<file path="src/rtl/prog_counter.sv">
`default_nettype none
// ============================================================================
// Module   : prog_counter
// Brief    : WIDTH-bit presettable up/down counter with programmable modulus,
//            one-shot mode, registered wrap pulse and sticky done flag.
// Revision : 1.0
// ============================================================================
module prog_counter #(
    parameter int WIDTH = 8
) (
    input  logic             CP,
    input  logic             MR,
    input  logic             CEP,
    input  logic             CET,
    input  logic             PE,
    input  logic [WIDTH-1:0] D,
    input  logic             UD,
    input  logic [WIDTH-1:0] LIM,
    input  logic             ONESHOT,
    output logic [WIDTH-1:0] Q,
    output logic             TC,
    output logic             WRAP,
    output logic             DONE
);

    localparam logic [WIDTH-1:0] c_one  = WIDTH'(1);
    localparam logic [WIDTH-1:0] c_zero = '0;

    logic [WIDTH-1:0] r_q;
    logic             r_wrap;
    logic             r_done;

    logic             w_term;
    logic             w_cen;
    logic [WIDTH-1:0] w_step;
    logic [WIDTH-1:0] w_reload;

    // Up uses >= so a value loaded above LIM still terminates on the next count.
    assign w_term   = UD ? (r_q >= LIM) : (r_q == c_zero);
    assign w_cen    = CEP & CET & ~r_done;
    assign w_step   = UD ? (r_q + c_one) : (r_q - c_one);
    assign w_reload = UD ? c_zero : LIM;

    always_ff @(posedge CP) begin
        if (MR) begin
            r_q    <= c_zero;
            r_wrap <= 1'b0;
            r_done <= 1'b0;
        end else if (!PE) begin
            r_q    <= D;
            r_wrap <= 1'b0;
            r_done <= 1'b0;
        end else if (w_cen) begin
            if (!w_term) begin
                r_q    <= w_step;
                r_wrap <= 1'b0;
            end else if (!ONESHOT) begin
                r_q    <= w_reload;
                r_wrap <= 1'b1;
            end else begin
                // One-shot: freeze at terminal until a reset or load re-arms.
                r_done <= 1'b1;
                r_wrap <= 1'b1;
            end
        end else begin
            r_wrap <= 1'b0;
        end
    end

    assign Q    = r_q;
    assign TC   = CET & w_term;
    assign WRAP = r_wrap;
    assign DONE = r_done;

endmodule
`default_nettype wire

</file>
<file path="config.mk">
export PLATFORM = sky130hd
export DESIGN_NAME = prog_counter
export DESIGN_NICKNAME = d
export VERILOG_FILES = /design/src/rtl/prog_counter.sv
export SDC_FILE = /design/constraint.sdc
export NUM_CORES = 1
export LEC_CHECK = 0
export CORE_MARGIN = 2
export CORE_UTILIZATION = 50
export CTS_CLUSTER_DIAMETER = 60
export DETAILED_ROUTE_END_ITERATION = 8
export GPL_TIMING_DRIVEN = 0
export PLACE_DENSITY = 0.85
export REMOVE_ABC_BUFFERS = 1
export SYNTH_ARGS = -nofsm -noshare
export SYNTH_HDL_FRONTEND = slang
export SYNTH_SLANG_ARGS = --single-unit
</file>
<file path="constraint.sdc">
create_clock -name CP -period 6.5 [get_ports CP]
set_input_delay 0.65 -clock CP [delete_from_list [all_inputs] [get_ports CP]]
set_output_delay 0.65 -clock CP [all_outputs]
set_load 0.02 [all_outputs]
</file>
### Word level (Yosys, flattened, before mapping)

Index checks and enable logic that the tools add are counted.

| word-level totals | value |
|---|---|
| register bits | 10 |
| latch bits | 0 |
| RAM bits | 0 |
| ROM bits | 0 |
| bits of input ports | 23 |
| output and inout port bits | 11 |
| logic and storage cells | 27 |
| memories kept | 0 |

| cells by class | value |
|---|---|
| $add $sub $neg | 2 |
| multipliers | 0 |
| divide/modulo/power cells | 0 |
| order comparisons | 1 |
| equality and inequality tests | 2 |
| shift-type cells | 0 |
| mux-type cells | 8 |
| bitwise gates (word level) | 6 |
| reduce and logical (&&, ||, !) cells | 5 |

Operator list:

| kind | number |
|---|---|
| $mux W8 | 6 |
| $add A8 B1 Y8 const B | 1 |
| $ge A8 B8 Y1 | 1 |
| $logic_not A8 Y1 | 1 |
| $sub A8 B1 Y8 const B | 1 |
| $and A1 B1 Y1 | 3 |
| $ne A3 B3 Y1 const B | 1 |
| $not A1 Y1 | 3 |
| $reduce_and A3 Y1 | 1 |
| $reduce_or A3 Y1 | 1 |
| $mux W1 | 2 |
| $ne A2 B1 Y1 const B | 1 |
| $reduce_and A2 Y1 | 1 |
| $reduce_or A2 Y1 | 1 |

### Logic depth before layout (Yosys ltp)

| depth | value |
|---|---|
| word-level depth | 5 |
| depth in mapped cells | 8 |
| mapped depth without buffers | 8 |

### Worst setup path after synthesis

No wires, ideal clock.

| path | value |
|---|---|
| path kind | input-to-output |
| start point | input port LIM[7] |
| end point | output port TC |
| data arrival time | 2058 ps |
| data required time | 5850 ps |
| slack | 3792 ps |
| stages | 7 |
| path buffers | 0 |
| path through | inv_1 ha_1 and3_4 a221o_1 a22o_2 nor2_2 nor2b_1 |

| between the ends | value |
|---|---|
| longest elaborated chain between the ends | 3 |

Ends and longest elaborated chain:

| element | RTL line | text |
|---|---|---|
| start: declaration | 18 | `input logic [WIDTH-1:0] LIM,` |
| $ge A8 B8 Y1 | 39 | `assign w_term = UD ? (r_q >= LIM) : (r_q == c_zero);` |
| $mux W1 | 39 |  |
| $and A1 B1 Y1 | 71 | `assign TC = CET & w_term;` |
| end: declaration | 21 | `output logic TC,` |

No other way between the ends.

### Worst setup path in the final report

Ends and elaborated chain as after synthesis.

==> report_table.html <==
<table>
<tr><th>Metric</th><th>Value</th></tr>
<tr><th colspan="2">Outcome</th></tr>
<tr><td>Run status</td><td>complete, no violations</td></tr>
<tr><th colspan="2">Synthesis</th></tr>
<tr><td>Count of flip-flops with a built-in enable after synthesis</td><td>0</td></tr>
<tr><td>Count of state elements after synthesis</td><td>10</td></tr>
<tr><td>Portion of the post-synthesis area used by sequential elements</td><td>18.58%</td></tr>
<tr><td>Fraction of post-synthesis cell area in the top cell type by area</td><td>18.58%</td></tr>
<tr><td>Most frequently used flop master after synthesis</td><td>sky130_fd_sc_hd__dfxtp_1</td></tr>
<tr><td>Number of warning messages in the yosys log</td><td>0</td></tr>
<tr><td>Top cells by instance count after synthesis</td><td>sky130_fd_sc_hd__nor2_1 (22), sky130_fd_sc_hd__ha_1 (14), sky130_fd_sc_hd__inv_1 (12)</td></tr>
<tr><td>Ys async rst share</td><td>0%</td></tr>
<tr><td>Top post-synthesis cells by area</td><td>sky130_fd_sc_hd__dfxtp_1 (19%), sky130_fd_sc_hd__ha_1 (16%), sky130_fd_sc_hd__nor2_1 (7.7%), sky130_fd_sc_hd__inv_1 (4.2%), sky130_fd_sc_hd__a21oi_1 (3.7%)</td></tr>
<tr><td>Gate count after technology mapping</td><td>137</td></tr>
<tr><td>Most numerous cell in the Yosys netlist</td><td>sky130_fd_sc_hd__nor2_1</td></tr>
<tr><td>Unique cell type count in the Yosys netlist</td><td>46</td></tr>
<tr><td>Cell accounting for the most synthesized area</td><td>sky130_fd_sc_hd__dfxtp_1</td></tr>
<tr><td>Mapped Area</td><td>1077 um^2</td></tr>
<tr><td>Post-synthesis area per instance</td><td>7.863 um^2</td></tr>
<tr><th colspan="2">Global routing</th></tr>
<tr><td>Global routing's busiest layer</td><td>met2</td></tr>
<tr><td>Met2 routing resource usage after global routing</td><td>48.68%</td></tr>
<tr><td>Final global-route overflow total</td><td>0</td></tr>
<tr><td>Vias in the first global route</td><td>1180</td></tr>
<tr><td>Global-route wire length before repair</td><td>5140 um</td></tr>
<tr><td>Global router's overall resource usage</td><td>26.22%</td></tr>
<tr><td>Met1 track utilization from global routing</td><td>30.44%</td></tr>
<tr><td>GR met3 Demand/Resource</td><td>6.548%</td></tr>
<tr><td>Number of antenna violations at the first check in global routing</td><td>0</td></tr>
<tr><td>Maximum number of pins on one net before global-route repair</td><td>16</td></tr>
<tr><th colspan="2">Final layout</th></tr>
<tr><td>Seq. cell area</td><td>200.2 um^2</td></tr>
<tr><td>Final instance area</td><td>1466 um^2</td></tr>
<tr><td>Diodes inserted</td><td>0</td></tr>
<tr><td>Fin nets</td><td>210</td></tr>
<tr><td>Area growth, synth to finish</td><td>36.12%</td></tr>
<tr><td>Footprint of the multi-input gates</td><td>820.8 um^2</td></tr>
<tr><td>Filler Cells Inserted</td><td>148</td></tr>
<tr><td>Layout cell share with drive strength beyond 1</td><td>8.772%</td></tr>
<tr><th colspan="2">Setup path</th></tr>
<tr><td>Worst Setup End Kind</td><td>output port</td></tr>
<tr><td>Origin of the critical flop-to-flop path</td><td>Q[0]$_SDFFE_PP0P_</td></tr>
<tr><td>Crit path arrival time</td><td>3.22 ns</td></tr>
<tr><td>Critical Path Source Type</td><td>input port</td></tr>
<tr><td>Cell-by-cell trace of the critical path</td><td>clkdlybuf4s50_1 &gt; inv_1 &gt; ha_1 &gt; and3_4 &gt; a221o_1 &gt; a22o_2 &gt; nor2_2 &gt; nor2b_1 &gt; clkdlybuf4s50_1</td></tr>
<tr><td>Critical Path Fanout Max</td><td>6</td></tr>
<tr><td>Most frequent cell on the critical path</td><td>sky130_fd_sc_hd__clkdlybuf4s50_1</td></tr>
<tr><td>Highest-delay cell along the critical path</td><td>sky130_fd_sc_hd__clkdlybuf4s50_1</td></tr>
<tr><td>Maximum single-stage delay on the critical path</td><td>0.55 ns</td></tr>
<tr><td>Launch point of the worst path</td><td>LIM[7]</td></tr>
<tr><td>Critical path class</td><td>input port to output port</td></tr>
<tr><td>Reg2Reg Depth</td><td>8</td></tr>
<tr><td>Data required time at the worst endpoint</td><td>5.85 ns</td></tr>
<tr><th colspan="2">Min path</th></tr>
<tr><td>Min-Delay Path Class</td><td>flip-flop to flip-flop</td></tr>
<tr><td>Worst hold start</td><td>Q[4]$_SDFFE_PP0P_</td></tr>
<tr><td>Hold path depth</td><td>2</td></tr>
<tr><th colspan="2">Power and ir drop</th></tr>
<tr><td>Leakage Power</td><td>0.6253 nW</td></tr>
<tr><td>Worst ir drop on vdd</td><td>0.1503 mV</td></tr>
<tr><td>PD cells</td><td>177.1 nW/um^2</td></tr>
<tr><td>Power after layout</td><td>0.2598 mW</td></tr>
<tr><th colspan="2">Placement</th></tr>
<tr><td>Placer's final routability congestion estimate</td><td>0.8447</td></tr>
<tr><td>Post-DP HPWL</td><td>2401 um</td></tr>
<tr><td>Total of buffers placed on input and output ports</td><td>33</td></tr>
<tr><td>Placed instance area</td><td>1430 um^2</td></tr>
<tr><th colspan="2">Timing</th></tr>
<tr><td>Setup_tns</td><td>0 ns</td></tr>
<tr><td>Final period demand of the worst path</td><td>3.868 ns</td></tr>
<tr><td>Post-route fraction of the period consumed by the critical path</td><td>59.51%</td></tr>
<tr><td>Final-report hold violation count</td><td>0</td></tr>
<tr><td>Post-Route Hold Slack</td><td>0.5733 ns</td></tr>
<tr><td>Worst-margin pin slew</td><td>0.5752 ns</td></tr>
<tr><td>Final number of setup-violating endpoints</td><td>0</td></tr>
<tr><td>Worst Clk Skew</td><td>0.006106 ns</td></tr>
<tr><td>Fmax</td><td>258.5 MHz</td></tr>
<tr><td>Tightest slew margin relative to the limit</td><td>61.53%</td></tr>
<tr><td>Setup repair after global routing missed its margin</td><td>false</td></tr>
<tr><td>Max Transition Viols Final</td><td>0</td></tr>
<tr><th colspan="2">Clocking</th></tr>
<tr><td>H-tree Lvls</td><td>1</td></tr>
<tr><td># resized after CTS</td><td>0</td></tr>
<tr><td>Largest buffer count on any clock path</td><td>2</td></tr>
<tr><td>Worst-skew pair later-pin latency</td><td>0.27 ns</td></tr>
<tr><td>Clock tree root driver cell</td><td>sky130_fd_sc_hd__clkbuf_4</td></tr>
<tr><td>Number of buffers inserted to repair setup after CTS</td><td>0</td></tr>
<tr><td>Number of sinks on the clock net</td><td>10</td></tr>
<tr><td>Clock transition at the registers of the reported paths</td><td>0.06 ns</td></tr>
<tr><td>Number of hold-repair buffers added at the cts stage</td><td>0</td></tr>
<tr><td>TritonCTS buffer count</td><td>3</td></tr>
<tr><td>Clock tree from TritonCTS</td><td>done</td></tr>
<tr><th colspan="2">Route</th></tr>
<tr><td>Violation count after the first detailed-route iteration</td><td>40</td></tr>
<tr><td>Total via count after detailed routing</td><td>1197</td></tr>
<tr><td>Post-route antenna net violation count</td><td>0</td></tr>
<tr><td>Pre-antenna DRT Iters</td><td>4</td></tr>
<tr><td>Detailed-route wire length per cell</td><td>15.41 um</td></tr>
<tr><td>Total Wirelength</td><td>3051 um</td></tr>
<tr><td>Avg Vias per Cell</td><td>6.045</td></tr>
<tr><td>Remaining DRCs</td><td>0</td></tr>
<tr><th colspan="2">Floorplanning</th></tr>
<tr><td>Top-level port count</td><td>34</td></tr>
<tr><td>Initial core utilization</td><td>53.81%</td></tr>
<tr><td>Die Outline Area</td><td>2542 um^2</td></tr>
<tr><td>Core area</td><td>2002 um^2</td></tr>
<tr><td>Die W</td><td>50.42 um</td></tr>
<tr><td>Die boundary height</td><td>50.42 um</td></tr>
<tr><td>Num rows</td><td>16</td></tr>
<tr><th colspan="2">Run</th></tr>
<tr><td>Total of max-cap violations</td><td>0</td></tr>
</table>
## power by group
part | switching, mW | internal, mW
sequential | 0.00964 | 0.0667
clock | 0.0233 | 0.0341
combinational | 0.0646 | 0.0615
## cell families (layout without fill, tap and decap cells)
group,count (synthesis),in the layout,synth area share (%)
compound gates,42,42,31.01
xor+xnor,4,4,3.253
fa+ha+maj,15,15,18.12
buf+inv,15,49,5.226
flops,10,10,18.58
simple gates,51,51,23.81
## layer usage
metal | share of wire (%) | up-vias
met4 | 1.7 | 0
met1 | 40 | 544
met5 | 0 | -
met3 | 8.2 | 8
met2 | 50 | 61
li1 | - | 584
## state kept, by name, indices dropped and copies added, names as in the netlist
register and count:
Q 8, DONE 1, WRAP 1
## cell type report
type	count	share of cell area, %
tap	27	2.304
clock buffer	4	2.474
timing repair buffer	33	22.53
multi-input combinational	112	55.97
inverter	12	3.072
sequential	10	13.65
## path summary, 6_finish.rpt
| kind | slack (ns) | endpoint |
|---|---|---|
| worst max-delay path | 2.63 | TC |
| worst min-delay path | 0.57 | Q[4]$_SDFFE_PP0P_ |
| worst max register to register | 3.91 | Q[2]$_SDFFE_PP0P_ |
| worst min register to register | 0.57 | Q[4]$_SDFFE_PP0P_ |
## worst max-delay path: cells and delay by family
family	cells	cell delay [ns]
buf+inv	3	1.11
compound gates	2	0.65
simple gates	3	0.52
fa+ha+maj	1	0.29
## cells in the final DEF, fill, tap and decap left out, types with 3 or more instances in the layout
cell                              netlist  layout
sky130_fd_sc_hd__clkdlybuf4s50_1        0      33
sky130_fd_sc_hd__nor2_1                22      22
sky130_fd_sc_hd__ha_1                  14      14
sky130_fd_sc_hd__inv_1                 12      12
sky130_fd_sc_hd__dfxtp_1               10      10
sky130_fd_sc_hd__a21oi_1                8       8
sky130_fd_sc_hd__o21ai_0                5       5
sky130_fd_sc_hd__nand2_1                5       5
sky130_fd_sc_hd__nor4_1                 4       4
sky130_fd_sc_hd__nor3_1                 3       3
sky130_fd_sc_hd__o21ai_1                3       3
sky130_fd_sc_hd__nor2b_1                3       3
sky130_fd_sc_hd__nand3_1                3       3
sky130_fd_sc_hd__a211oi_1               3       3
sky130_fd_sc_hd__xnor2_1                3       3
sky130_fd_sc_hd__clkbuf_4               0       3
## per-stage QoR
| step | worst slack (ns) | std cells | util (%) |
|---|---|---|---|
| after global routing | 2.541 | 198 | 73.25 |
| after floorplan | 3.792 | 134 | - |
| after CTS | 2.643 | 198 | 73.25 |
| final | 2.632 | 198 | 73.25 |
| after detailed placement | 2.645 | 194 | 71.44 |
| after global placement | 2.706 | 194 | 71.44 |
(Power assumes the default switching activity.)
